--- src/rtl/blackparrot_fpga_nbf_loader_pkg.sv ---
// Shared NBF loader types: command layout, opcodes and loader FSM states.
package bp_fpga_host_pkg;

  localparam int nbf_flits_lp = 5;

  typedef enum logic [7:0] {
    e_nbf_wr_1b  = 8'h00,
    e_nbf_wr_2b  = 8'h01,
    e_nbf_wr_4b  = 8'h02,
    e_nbf_wr_8b  = 8'h03,
    e_nbf_fence  = 8'hFE,
    e_nbf_finish = 8'hFF
  } nbf_opcode_e;

  // Opcode is kept as raw bits so unknown values can be seen and rejected.
  typedef struct packed {
    logic [7:0]  opcode;
    logic [63:0] addr;
    logic [63:0] data;
  } nbf_cmd_s;

  typedef enum logic [1:0] {
    e_collect,
    e_send,
    e_fence,
    e_done
  } nbf_loader_state_e;

endpackage

--- src/rtl/blackparrot_fpga_nbf_loader_counter.sv ---
// Saturating up/down counter; simultaneous up and down leaves the count unchanged.
module bsg_counter_up_down #(
  parameter int max_val_p = 8
) (
  input  logic                           clk_i,
  input  logic                           rst_ni,
  input  logic                           up_i,
  input  logic                           down_i,
  output logic [$clog2(max_val_p+1)-1:0] count_o
);

  localparam int width_lp = $clog2(max_val_p + 1);

  logic [width_lp-1:0] r_count;

  always_ff @(posedge clk_i or negedge rst_ni) begin
    if (!rst_ni) begin
      r_count <= '0;
    end else if (up_i && !down_i && (r_count != width_lp'(max_val_p))) begin
      r_count <= r_count + 1'b1;
    end else if (down_i && !up_i && (r_count != '0)) begin
      r_count <= r_count - 1'b1;
    end
  end

  assign count_o = r_count;

endmodule

--- src/rtl/blackparrot_fpga_nbf_loader.sv ---
// Assembles 5-flit NBF commands from the host and issues them as I/O writes,
// honouring fence/finish by waiting for all outstanding write responses.
module blackparrot_fpga_nbf_loader
  import bp_fpga_host_pkg::*;
#(
  parameter int S_AXIL_DATA_WIDTH  = 32,
  parameter int nbf_opcode_width_p = 8,
  parameter int nbf_addr_width_p   = 64,
  parameter int nbf_data_width_p   = 64,
  parameter int max_outstanding_p  = 8,
  localparam int out_width_lp      = $clog2(max_outstanding_p + 1)
) (
  input  logic                          aclk,
  input  logic                          aresetn,
  input  logic [S_AXIL_DATA_WIDTH-1:0]  flit_i,
  input  logic                          flit_v_i,
  output logic                          flit_ready_o,
  output logic [nbf_addr_width_p-1:0]   io_addr_o,
  output logic [nbf_data_width_p-1:0]   io_data_o,
  output logic [1:0]                    io_size_o,
  output logic                          io_v_o,
  input  logic                          io_ready_i,
  input  logic                          io_resp_v_i,
  output logic [out_width_lp-1:0]       outstanding_o,
  output logic                          done_o,
  output logic                          err_o
);

  nbf_loader_state_e              r_state, w_state_next;
  logic [2:0]                     r_flit_cnt;
  logic [S_AXIL_DATA_WIDTH-1:0]   r_asm_flit [nbf_flits_lp-1];
  nbf_cmd_s                       r_cmd;
  logic                           r_finish;
  logic                           r_err;
  logic                           r_run;

  logic [nbf_opcode_width_p-1:0]  w_op;
  logic                           w_flit_acc, w_last;
  logic                           w_is_wr, w_is_fence, w_is_finish, w_unknown;
  logic                           w_hs, w_spurious;
  logic [out_width_lp-1:0]        w_count;

  assign w_op        = flit_i[nbf_opcode_width_p-1:0];
  assign w_is_wr     = (w_op[nbf_opcode_width_p-1:2] == '0);
  assign w_is_fence  = (w_op == nbf_opcode_width_p'(e_nbf_fence));
  assign w_is_finish = (w_op == nbf_opcode_width_p'(e_nbf_finish));
  assign w_unknown   = !(w_is_wr || w_is_fence || w_is_finish);
  assign w_flit_acc  = flit_v_i && flit_ready_o;
  assign w_last      = w_flit_acc && (r_flit_cnt == 3'(nbf_flits_lp - 1));
  assign w_hs        = io_v_o && io_ready_i;
  assign w_spurious  = io_resp_v_i && (w_count == '0);

  bsg_counter_up_down #(
    .max_val_p (max_outstanding_p)
  ) u_outstanding (
    .clk_i   (aclk),
    .rst_ni  (aresetn),
    .up_i    (w_hs),
    .down_i  (io_resp_v_i),
    .count_o (w_count)
  );

  always_ff @(posedge aclk or negedge aresetn) begin
    if (!aresetn) r_state <= e_collect;
    else          r_state <= w_state_next;
  end

  // io_v_o cannot drop once raised: the count only rises on our own handshake.
  always_comb begin
    w_state_next = r_state;
    flit_ready_o = 1'b0;
    io_v_o       = 1'b0;
    case (r_state)
      e_collect: begin
        flit_ready_o = r_run;
        if (w_last) begin
          if (w_is_wr)                        w_state_next = e_send;
          else if (w_is_fence || w_is_finish) w_state_next = e_fence;
        end
      end
      e_send: begin
        io_v_o = (w_count < out_width_lp'(max_outstanding_p));
        if (io_v_o && io_ready_i) w_state_next = e_collect;
      end
      e_fence: begin
        if (w_count == '0) w_state_next = r_finish ? e_done : e_collect;
      end
      e_done:  w_state_next = e_done;
      default: w_state_next = e_collect;
    endcase
  end

  for (genvar gi = 0; gi < nbf_flits_lp - 1; gi++) begin : g_asm
    always_ff @(posedge aclk or negedge aresetn) begin
      if (!aresetn)                                 r_asm_flit[gi] <= '0;
      else if (w_flit_acc && (r_flit_cnt == 3'(gi))) r_asm_flit[gi] <= flit_i;
    end
  end

  always_ff @(posedge aclk or negedge aresetn) begin
    if (!aresetn) begin
      r_flit_cnt <= '0;
      r_cmd      <= '0;
      r_finish   <= 1'b0;
      r_err      <= 1'b0;
      r_run      <= 1'b0;
    end else begin
      r_run <= 1'b1;
      if (w_flit_acc) begin
        r_flit_cnt <= w_last ? 3'd0 : r_flit_cnt + 3'd1;
      end
      if (w_last && w_is_wr) begin
        r_cmd.opcode <= 8'(w_op);
        r_cmd.addr   <= {r_asm_flit[3], r_asm_flit[2]};
        r_cmd.data   <= {r_asm_flit[1], r_asm_flit[0]};
      end
      if (w_last && w_is_finish) r_finish <= 1'b1;
      if ((w_last && w_unknown) || w_spurious) r_err <= 1'b1;
    end
  end

  assign io_addr_o     = r_cmd.addr;
  assign io_data_o     = r_cmd.data;
  assign io_size_o     = r_cmd.opcode[1:0];
  assign outstanding_o = w_count;
  assign done_o        = (r_state == e_done);
  assign err_o         = r_err;

endmodule

--- config.mk ---
export PLATFORM = sky130hd
export DESIGN_NAME = blackparrot_fpga_nbf_loader
export DESIGN_NICKNAME = d
export VERILOG_FILES = /design/src/rtl/blackparrot_fpga_nbf_loader_pkg.sv /design/src/rtl/blackparrot_fpga_nbf_loader_counter.sv /design/src/rtl/blackparrot_fpga_nbf_loader.sv
export SDC_FILE = /design/constraint.sdc
export NUM_CORES = 1
export LEC_CHECK = 0
export CORE_ASPECT_RATIO = 0.8
export CORE_UTILIZATION = 55
export CTS_CLUSTER_SIZE = 24
export DETAILED_ROUTE_END_ITERATION = 8
export HOLD_SLACK_MARGIN = 0.06
export PLACE_DENSITY_LB_ADDON = 0.08
export SLEW_MARGIN = 20
export SYNTH_ARGS = -nofsm -noshare
export SYNTH_HDL_FRONTEND = slang
export SYNTH_SLANG_ARGS = --single-unit
--- constraint.sdc ---
create_clock -name aclk -period 5.4 [get_ports aclk]
set_input_delay 0.54 -clock aclk [delete_from_list [all_inputs] [get_ports aclk]]
set_output_delay 0.54 -clock aclk [all_outputs]
set_load 0.01 [all_outputs]
==> flow_summary.json, run 1 <==
{
  "status": "finished, final reports clean",
  "ys_ff_latch": 270,
  "routabilityCongestion": 0.774,
  "syn_area_sq_mm": 0.0106,
  "vdd_ir_drop_max_mv": 0.308,
  "wl_per_cell_microns": 19.5,
  "grt_setup_unrepaired": "false",
  "synth_compound_area_share_pct": 0.743,
  "min_path_type": "in2async",
  "ant_nets": 0,
  "synth_top_family_by_area": "multiplexers",
  "portBuffers": 174,
  "drive_above_1_share_pct": 37.0,
  "synthesis.nets": 663,
  "crit_arrival_ns": 3.30,
  "routed-via-count": 5681,
  "crit_type": "in2reg",
  "synth-edff-count": 0,
  "track_usage_pct": 22.1,
  "dr.first_iter.drc_count": 201,
  "synth_top_area_share_pct": 63.6,
  "hpwl_microns": 12900,
  "die_w_microns": 157,
  "fillers": 1266,
  "routed_wl_microns": 20900,
  "netlist_instances": 618,
  "cts_buffers": 26,
  "grt_overflow_total": 0,
  "yosysWarnings": 0,
  "critPathRequiredTime_ns": 5.80,
  "synth_xor_xnor_area_share_pct": 0.165,
  "cts.sinks": 270,
  "post-route-min-period_ns": 2.90,
  "vias_per_cell": 5.28,
  "core_sq_mm": 0.0189,
  "synth-simple-area-share_pct": 1.82,
  "period_share_pct": 53.7,
  "critPathMaxFanout": 59,
  "areaGrowthSynthToFinish_pct": 27.1,
  "synth_area_leader_cell": "dfrtp_1",
  "synthFlopType": "dfrtp_1",
  "final_common_cell": "dfrtp_1",
  "total_power_mw": 5.69,
  "clock_latency_ns": 0.52,
  "worst_slack_ns": 2.50,
  "maxSlewHeadroom_pct": 27.1,
  "timing.fmax_ghz": 0.345,
  "drc": 0,
  "cts_resized": 0,
  "setup_viol": 0,
  "power-per-cell-area_mw_per_mm2": 422,
  "cts_hold_buffers": 0,
  "h-tree-depth": 1,
  "grt_pass1_wl_microns": 34300,
  "cts_tree": "built",
  "ys_seq_area_share_pct": 63.6,
  "fin_util_pct": 71.3,
  "synth.area.top_cells": "dfrtp_1 (64%), mux2_2 (16%), mux2_4 (13%)",
  "nets": 841,
  "skew_ns": 0.0164,
  "worstMarginPinSlew_ns": 1.09,
  "synth.area.mux_share_pct": 30.7,
  "antenna_found_initial": 1,
  "async_reset_ff_share_pct": 100,
  "slew_violations": 0,
  "fin_tns_setup_ns": 0,
  "drv_cap": 0,
  "seqCellArea_sq_mm": 0.00676,
  "hold_viol": 0,
  "cts_buffer_depth": 3,
  "start_util_pct": 56.1,
  "synth.avg_cell_area_sq_um": 17.2,
  "endpoint_kind": "register",
  "first_global_vias": 6271,
  "place_ws_ns": 1.97,
  "power.leakage_nw": 6.52,
  "mostFrequentLayoutCells": "dfrtp_1 (270), clkdlybuf4s50_1 (173), mux2_2 (155), mux2_4 (89), clkbuf_16 (27)",
  "firstDrtPassIters": 4,
  "start_kind": "input pin",
  "grt_max_degree": 139,
  "die_area_sq_mm": 0.0199,
  "post_cts_buffers": 0,
  "die-height_microns": 126,
  "synth_fa_ha_area_share_pct": 1.01,
  "num_rows": 45,
  "clk_pin_slew_ns": 0.06,
  "io_pins": 175,
  "cts-root-buf": "clkbuf_16",
  "multi_input_area_sq_mm": 0.00369,
  "synthDistinctLibCells": 34
}
synthesized netlist by cell type, drive strengths merged (2+ instances only):
master	count
nand3	3
a221o	2
o21ai	5
inv	4
nor3	3
dfrtp	270
nor3b	2
nand2	8
a21o	3
mux2	260
buf	26
and2	2
ha	7
xor2	2
nor2	6
nand3b	2
registers in the layout, indices dropped and copies added (netlist names):
register and flops:
io_data_o 64, err_o 1, u_outstanding.count_o 4, r_asm_flit 128
io_size_o 2, r_finish 1, r_flit_cnt 3, r_state 2
r_run 1, io_addr_o 64
per-stage QoR:
stage / cell area (sq um) / hold WS, ns / cells
finish: 13500 / 0.0986 / 1075
global route: 13500 / 0.174 / 1074
CTS: 13500 / 0.169 / 1074
detailed placement: 12600 / 0.470 / 1026
global placement: 12600 / 0.462 / 1026
floorplan: 10600 / 0.244 / 618
layout make-up:
class | instances | area share (%)
inverters | 4 | 0.111
flip-flops and latches | 270 | 50.1
clock inverters | 13 | 1.09
well taps | 258 | 2.39
multi-input cells | 317 | 27.3
repair buffers | 177 | 13.2
diodes | 1 | 0.0186
clock buffers | 35 | 5.75
metal layers:
layer	up-vias	share of wire, %	GRT usage, %
met5	-	0.038	0
met1	2957	44	30.5
met3	33	5.9	4.99
met2	150	48	35.7
met4	2	1.9	5.43
li1	2539	-	-
logic make-up after synthesis:
group,Yosys count
flip-flops,270
multiplexers,260
AND/OR/NAND/NOR,34
buffers and inverters,31
AO/OA/AOI/OAI,12
adder cells (fa/ha/maj),8
XOR/XNOR,2
other,1
worst paths after layout:
kind                          startpoint       endpoint  slack (ns)  cells after the start
setup / recovery               flit_i[2]  io_addr_o[26]        2.50                      6
hold / removal                   aresetn  io_data_o[45]         0.1                      1
setup reg to reg           r_flit_cnt[0]   io_data_o[0]        2.56                      7
hold reg to reg                 r_finish       r_finish        0.48                      1
max in group asynchronous        aresetn  io_addr_o[60]        4.02                      2
min in group aclk               r_finish       r_finish        0.48                      1
worst max-delay path, stage by stage:
cell and delay (ns):
clkdlybuf4s50_1 0.52, or4_1 0.58, nor3_2 0.25, nand2_4 0.34, buf_4 0.54, mux2_4 0.44
power breakdown:
part	total, mW	switching [mW]	internal [mW]
registers	2.84	0.292	2.55
clock network	1.91	0.758	1.15
logic	0.939	0.358	0.581
Note: power is estimated with default switching activity, not from simulation.
==> run 2: changes to the inputs <==
Settings changed: CORE_UTILIZATION 55 to 53.
Clock period 5.4 ns to 2.7 ns, I/O delays scaled along.
==> run 2 against run 1 <==
Clock-buffer cell count is 8 higher. Critical path type is now reg2reg. Global-route usage is 0.27 points lower. Non-clock buffer count is 14 higher. Combinational power is 110% higher. Total power is 98% higher. Clock skew is 0.0069 ns lower. Largest cell class unchanged. Sequential power is 100% higher. Routed wire length is 3.5% higher. First-iteration DRC count is 35% higher.
==> flow_summary.json, run 2 (synthesized netlist as in run 1, its figures left out) <==
{
  "dr.first_iter.drc_count": 271,
  "vias_per_cell": 5.34,
  "post-route-min-period_ns": 2.38,
  "ant_nets": 0,
  "cts_resized": 0,
  "critPathRequiredTime_ns": 3.11,
  "cts_buffer_depth": 3,
  "skew_ns": 0.00943,
  "h-tree-depth": 1,
  "finalNonFillerCells": 1090,
  "routed-via-count": 5818,
  "fin_util_pct": 70.7,
  "first_global_vias": 6133,
  "hold_viol": 0,
  "regMostFlops": "r_asm_flit",
  "detailed_place.area_sq_mm": 0.0128,
  "worstMarginPinSlew_ns": 0.743,
  "maxSlewHeadroom_pct": 50.0,
  "wl_per_cell_microns": 19.9,
  "largest_reg_flops": 128,
  "seqCellArea_sq_mm": 0.00676,
  "placed_cells": 1039,
  "cts.sinks": 270,
  "slowest_stage": "dfrtp_1",
  "die_area_sq_mm": 0.0206,
  "slew_violations": 0,
  "firstDrtPassIters": 4,
  "grt_overflow_total": 0,
  "start_kind": "register",
  "cts-root-buf": "clkbuf_16",
  "cp_top_family": "simple AND/OR/NAND/NOR gates",
  "drc": 0,
  "grt_pass1_wl_microns": 35000,
  "die-height_microns": 129,
  "areaGrowthSynthToFinish_pct": 28.5,
  "clk_pin_slew_ns": 0.06,
  "routed_wl_microns": 21700,
  "endpoint_kind": "register",
  "track_usage_pct": 21.9,
  "die_w_microns": 160,
  "post-route-cell-area_sq_mm": 0.0136,
  "grt_max_degree": 76,
  "hold_ws_ns": 0.299,
  "clock_latency_ns": 0.53,
  "mostFrequentLayoutCells": "dfrtp_1 (270), clkdlybuf4s50_1 (173), mux2_2 (155), mux2_4 (89), clkbuf_16 (27)",
  "num_rows": 45,
  "core_sq_mm": 0.0193,
  "io_pins": 175,
  "worstPathCellList": "nand3b_1 -> or3_1 -> ha_1 -> a21o_1 -> a21oi_1 -> nand2_1 -> a221o_1",
  "nets": 856,
  "final_common_cell": "dfrtp_1",
  "power.leakage_nw": 6.62,
  "crit_type": "reg2reg",
  "drv_cap": 0,
  "setup_viol": 0,
  "critPathMaxFanout": 8,
  "vdd_ir_drop_max_mv": 0.465,
  "path_buf_inv": 0,
  "hpwl_microns": 14400,
  "crit_arrival_ns": 2.79,
  "portBuffers": 174,
  "grt_setup_unrepaired": "false",
  "cts_buffers": 27,
  "start_util_pct": 55.0,
  "period_share_pct": 88.1,
  "post_cts_buffers": 0,
  "min_path_type": "in2async",
  "fillers": 1252,
  "fin_tns_setup_ns": 0,
  "multi_input_area_sq_mm": 0.00368,
  "antenna_found_initial": 1,
  "timing.fmax_ghz": 0.420,
  "drive_above_1_share_pct": 37.4,
  "status": "finished, final reports clean",
  "routabilityCongestion": 0.820,
  "cts_tree": "built",
  "max_stage_delay_ns": 0.46,
  "power-per-cell-area_mw_per_mm2": 824
}
[run 2: changes by cell type in the layout (fill, tap and decap cells not counted), sizes merged]
cell	change
clkinv	-2
dlygate4sd3	+1
clkbuf	+8
inv	+1
buf	+13
bufinv	-3
clkinvlp	-3
[run 2: worst paths after layout]
check / startpoint / end / slack [ns] / depth (start not counted)
max: r_state[1] / u_outstanding.count_o[3] / 0.32 / 7
min: aresetn / io_data_o[45] / 0.30 / 2
max reg2reg: r_state[1] / u_outstanding.count_o[3] / 0.32 / 7
min reg2reg: r_asm_flit[110] / r_asm_flit[110] / 0.49 / 1
max in group asynchronous: aresetn / r_asm_flit[108] / 1.59 / 3
min in group aclk: flit_i[16] / r_asm_flit[112] / 0.43 / 2
[run 2: repair_timing]
| item | in CTS | in global routing |
|---|---|---|
| endpoints found under the hold margin | 69 | 0 |
| endpoints found under the setup margin | 0 | 0 |
| hold buffers | 1 | 0 |
[run 2: through the flow]
step / setup slack (ns) / total power, mW
final: 0.322 / 11.2
after global routing: 0.205 / 11.8
after CTS: 0.347 / 11.4
after detailed placement: 0.176 / 7.69
after global placement: 0.301 / 7.49
after floorplan: 0.592 / 6.87
[run 2: layer usage]
layer  vias to the layer above  share of wire, %  global-route usage [%]
li1                       2591                 -                       -
met1                      3046                46                    31.4
met2                       152                47                    34.5
met3                        29               5.7                    5.03
met4                         0               1.5                    4.37
met5                         -                 0                       0
[run 2: cell type report]
| class | instances | area share (%) |
|---|---|---|
| Tap cell | 258 | 2.37 |
| Antenna cell | 1 | 0.0183 |
| Multi-Input combinational cell | 317 | 27.0 |
| Clock buffer | 43 | 6.20 |
| Clock inverter | 6 | 0.248 |
| Timing Repair Buffer | 191 | 14.6 |
| Inverter | 4 | 0.110 |
| Sequential cell | 270 | 49.5 |
[run 2: where the power goes]
group,switching [mW],total (mW),internal [mW]
registers,0.582,5.68,5.09
clock network,1.50,3.63,2.14
logic,0.733,1.93,1.19
==> run 3: changes to the inputs <==
Settings changed: PLACE_DENSITY_LB_ADDON 0.08 to 0.15.
==> run 3 against run 2 <==
First-iteration DRC count fell by 11%. Flip-flop and latch count did not move. Routed wire length fell by 2.6%. Die area did not move. Total power fell by 0.41%. Worst setup slack improved by 0.035 ns. Highest routed layer unchanged. Combinational power barely moved. Cell area fell by 0.46%. Sequential power barely moved.
==> flow_summary.json, run 3 (synthesized netlist as in run 1, its figures left out) <==
{
  "status": "finished, final reports clean",
  "h-tree-depth": 1,
  "crit_type": "reg2reg",
  "first_global_vias": 6083,
  "total_power_mw": 11.2,
  "wl_per_cell_microns": 19.4,
  "core_sq_mm": 0.0193,
  "areaGrowthSynthToFinish_pct": 28.0,
  "period_share_pct": 86.8,
  "skew_ns": 0.00606,
  "p_int_mw": 8.40,
  "crit_arrival_ns": 2.74,
  "endpoint_kind": "register",
  "track_usage_pct": 21.1,
  "reg2reg_to": "u_outstanding.count_o[3]",
  "io_pins": 175,
  "firstDrtPassIters": 4,
  "dr.first_iter.drc_count": 241,
  "critPathRequiredTime_ns": 3.10,
  "drv_cap": 0,
  "ant_nets": 0,
  "vias_per_cell": 5.30,
  "timing.fmax_ghz": 0.427,
  "finalNonFillerCells": 1089,
  "cts_hold_buffers": 1,
  "setup_viol": 0,
  "regMostFlops": "r_asm_flit",
  "power.leakage_nw": 6.59,
  "start_util_pct": 55.0,
  "seqCellArea_sq_mm": 0.00676,
  "p_comb_share_pct": 17.0,
  "cts_tree": "built",
  "p_sw_share_pct": 25.0,
  "maxSlewHeadroom_pct": 58.4,
  "clock_latency_ns": 0.52,
  "mostFrequentLayoutCells": "dfrtp_1 (270), clkdlybuf4s50_1 (173), mux2_2 (155), mux2_4 (89), clkbuf_16 (27)",
  "grt_setup_unrepaired": "false",
  "multi_input_area_sq_mm": 0.00368,
  "largest_reg_flops": 128,
  "drc": 0,
  "cts-root-buf": "clkbuf_16",
  "grt_pass1_wl_microns": 34000,
  "slew_violations": 0,
  "final_common_cell": "dfrtp_1",
  "cts.sinks": 270,
  "routed-via-count": 5768,
  "min_path_type": "in2async",
  "portBuffers": 174,
  "reg2reg_depth": 7,
  "start_kind": "register",
  "hpwl_microns": 14100,
  "routabilityCongestion": 0.791,
  "r2r_slack_ns": 0.36,
  "antenna_found_initial": 0,
  "power-per-cell-area_mw_per_mm2": 824,
  "die_area_sq_mm": 0.0206,
  "drive_above_1_share_pct": 37.3,
  "fin_tns_setup_ns": 0,
  "clkPwrFrac_pct": 32.1,
  "grt_overflow_total": 0,
  "worstMarginPinSlew_ns": 0.624,
  "num_rows": 45,
  "vdd_ir_drop_max_mv": 0.571,
  "p_switching_mw": 2.79,
  "reg2reg_from": "r_state[1]",
  "critPathMaxFanout": 8,
  "grt_max_degree": 82,
  "diodes": 0,
  "clk_pin_slew_ns": 0.06,
  "post_cts_buffers": 0,
  "cts_buffer_depth": 3,
  "fillers": 1300,
  "post-route-min-period_ns": 2.34,
  "hold_viol": 0,
  "placed_cells": 1041,
  "routed_wl_microns": 21100,
  "cts_resized": 0,
  "die-height_microns": 129,
  "cts_buffers": 27,
  "nets": 858,
  "die_w_microns": 160,
  "power_frac_seq_pct": 50.9
}
-- run 3: power by group through the flow --
stage	logic [mW]	registers, mW	clock network, mW
2_1_floorplan	1.29	5.58	0
3_3_place_gp	1.82	5.67	0
3_5_place_dp	1.92	5.77	0
4_1_cts	1.94	5.70	3.66
5_1_grt	2.07	5.83	3.83
6_report	1.90	5.70	3.59
-- run 3: area by class of cell --
cell class                      instances  area share (%)
Clock buffer                           40            5.85
Clock inverter                          7           0.442
Inverter                                4           0.111
Multi-Input combinational cell        317            27.1
Sequential cell                       270            49.7
Tap cell                              258            2.38
Timing Repair Buffer                  193            14.4
-- run 3: metrics by stage --
step           setup slack (ns)  hold WS, ns  area, sq um  utilization (%)
2_1_floorplan             0.592      -0.0256        10600                -
3_3_place_gp              0.301        0.294        12700             65.9
3_5_place_dp              0.199        0.298        12700             65.9
4_1_cts                   0.369        0.346        13600             70.3
5_1_grt                   0.258        0.388        13600             70.3
6_report                  0.357        0.328        13600             70.3
-- run 3: critical path: stages, from the launching register on --
cell and delay (ns):
dfrtp_1 0.46, nand3b_1 0.25, or3_1 0.42, ha_1 0.31, a21o_1 0.18, a21oi_1 0.23, nand2_1 0.08, a221o_1 0.30
-- run 3: worst max path at each step --
stage | start | slack, ns | endpoint | depth (start not counted)
global route | r_state[1] | 0.26 | u_outstanding.count_o[3] | 7
detailed placement | io_ready_i | 0.20 | u_outstanding.count_o[3] | 8
floorplan | r_state[1] | 0.59 | u_outstanding.count_o[3] | 7
CTS | r_state[1] | 0.37 | u_outstanding.count_o[3] | 7
finish | r_state[1] | 0.36 | u_outstanding.count_o[3] | 7
global placement | io_ready_i | 0.30 | u_outstanding.count_o[3] | 8
-- run 3: layer usage --
layer | GRT usage, % | vias up | wire length, microns
li1 | - | 2597 | -
met1 | 30.0 | 3010 | 9780
met4 | 4.76 | 0 | 363
met3 | 3.51 | 26 | 959
met2 | 34.7 | 135 | 10000
met5 | 0 | - | 0
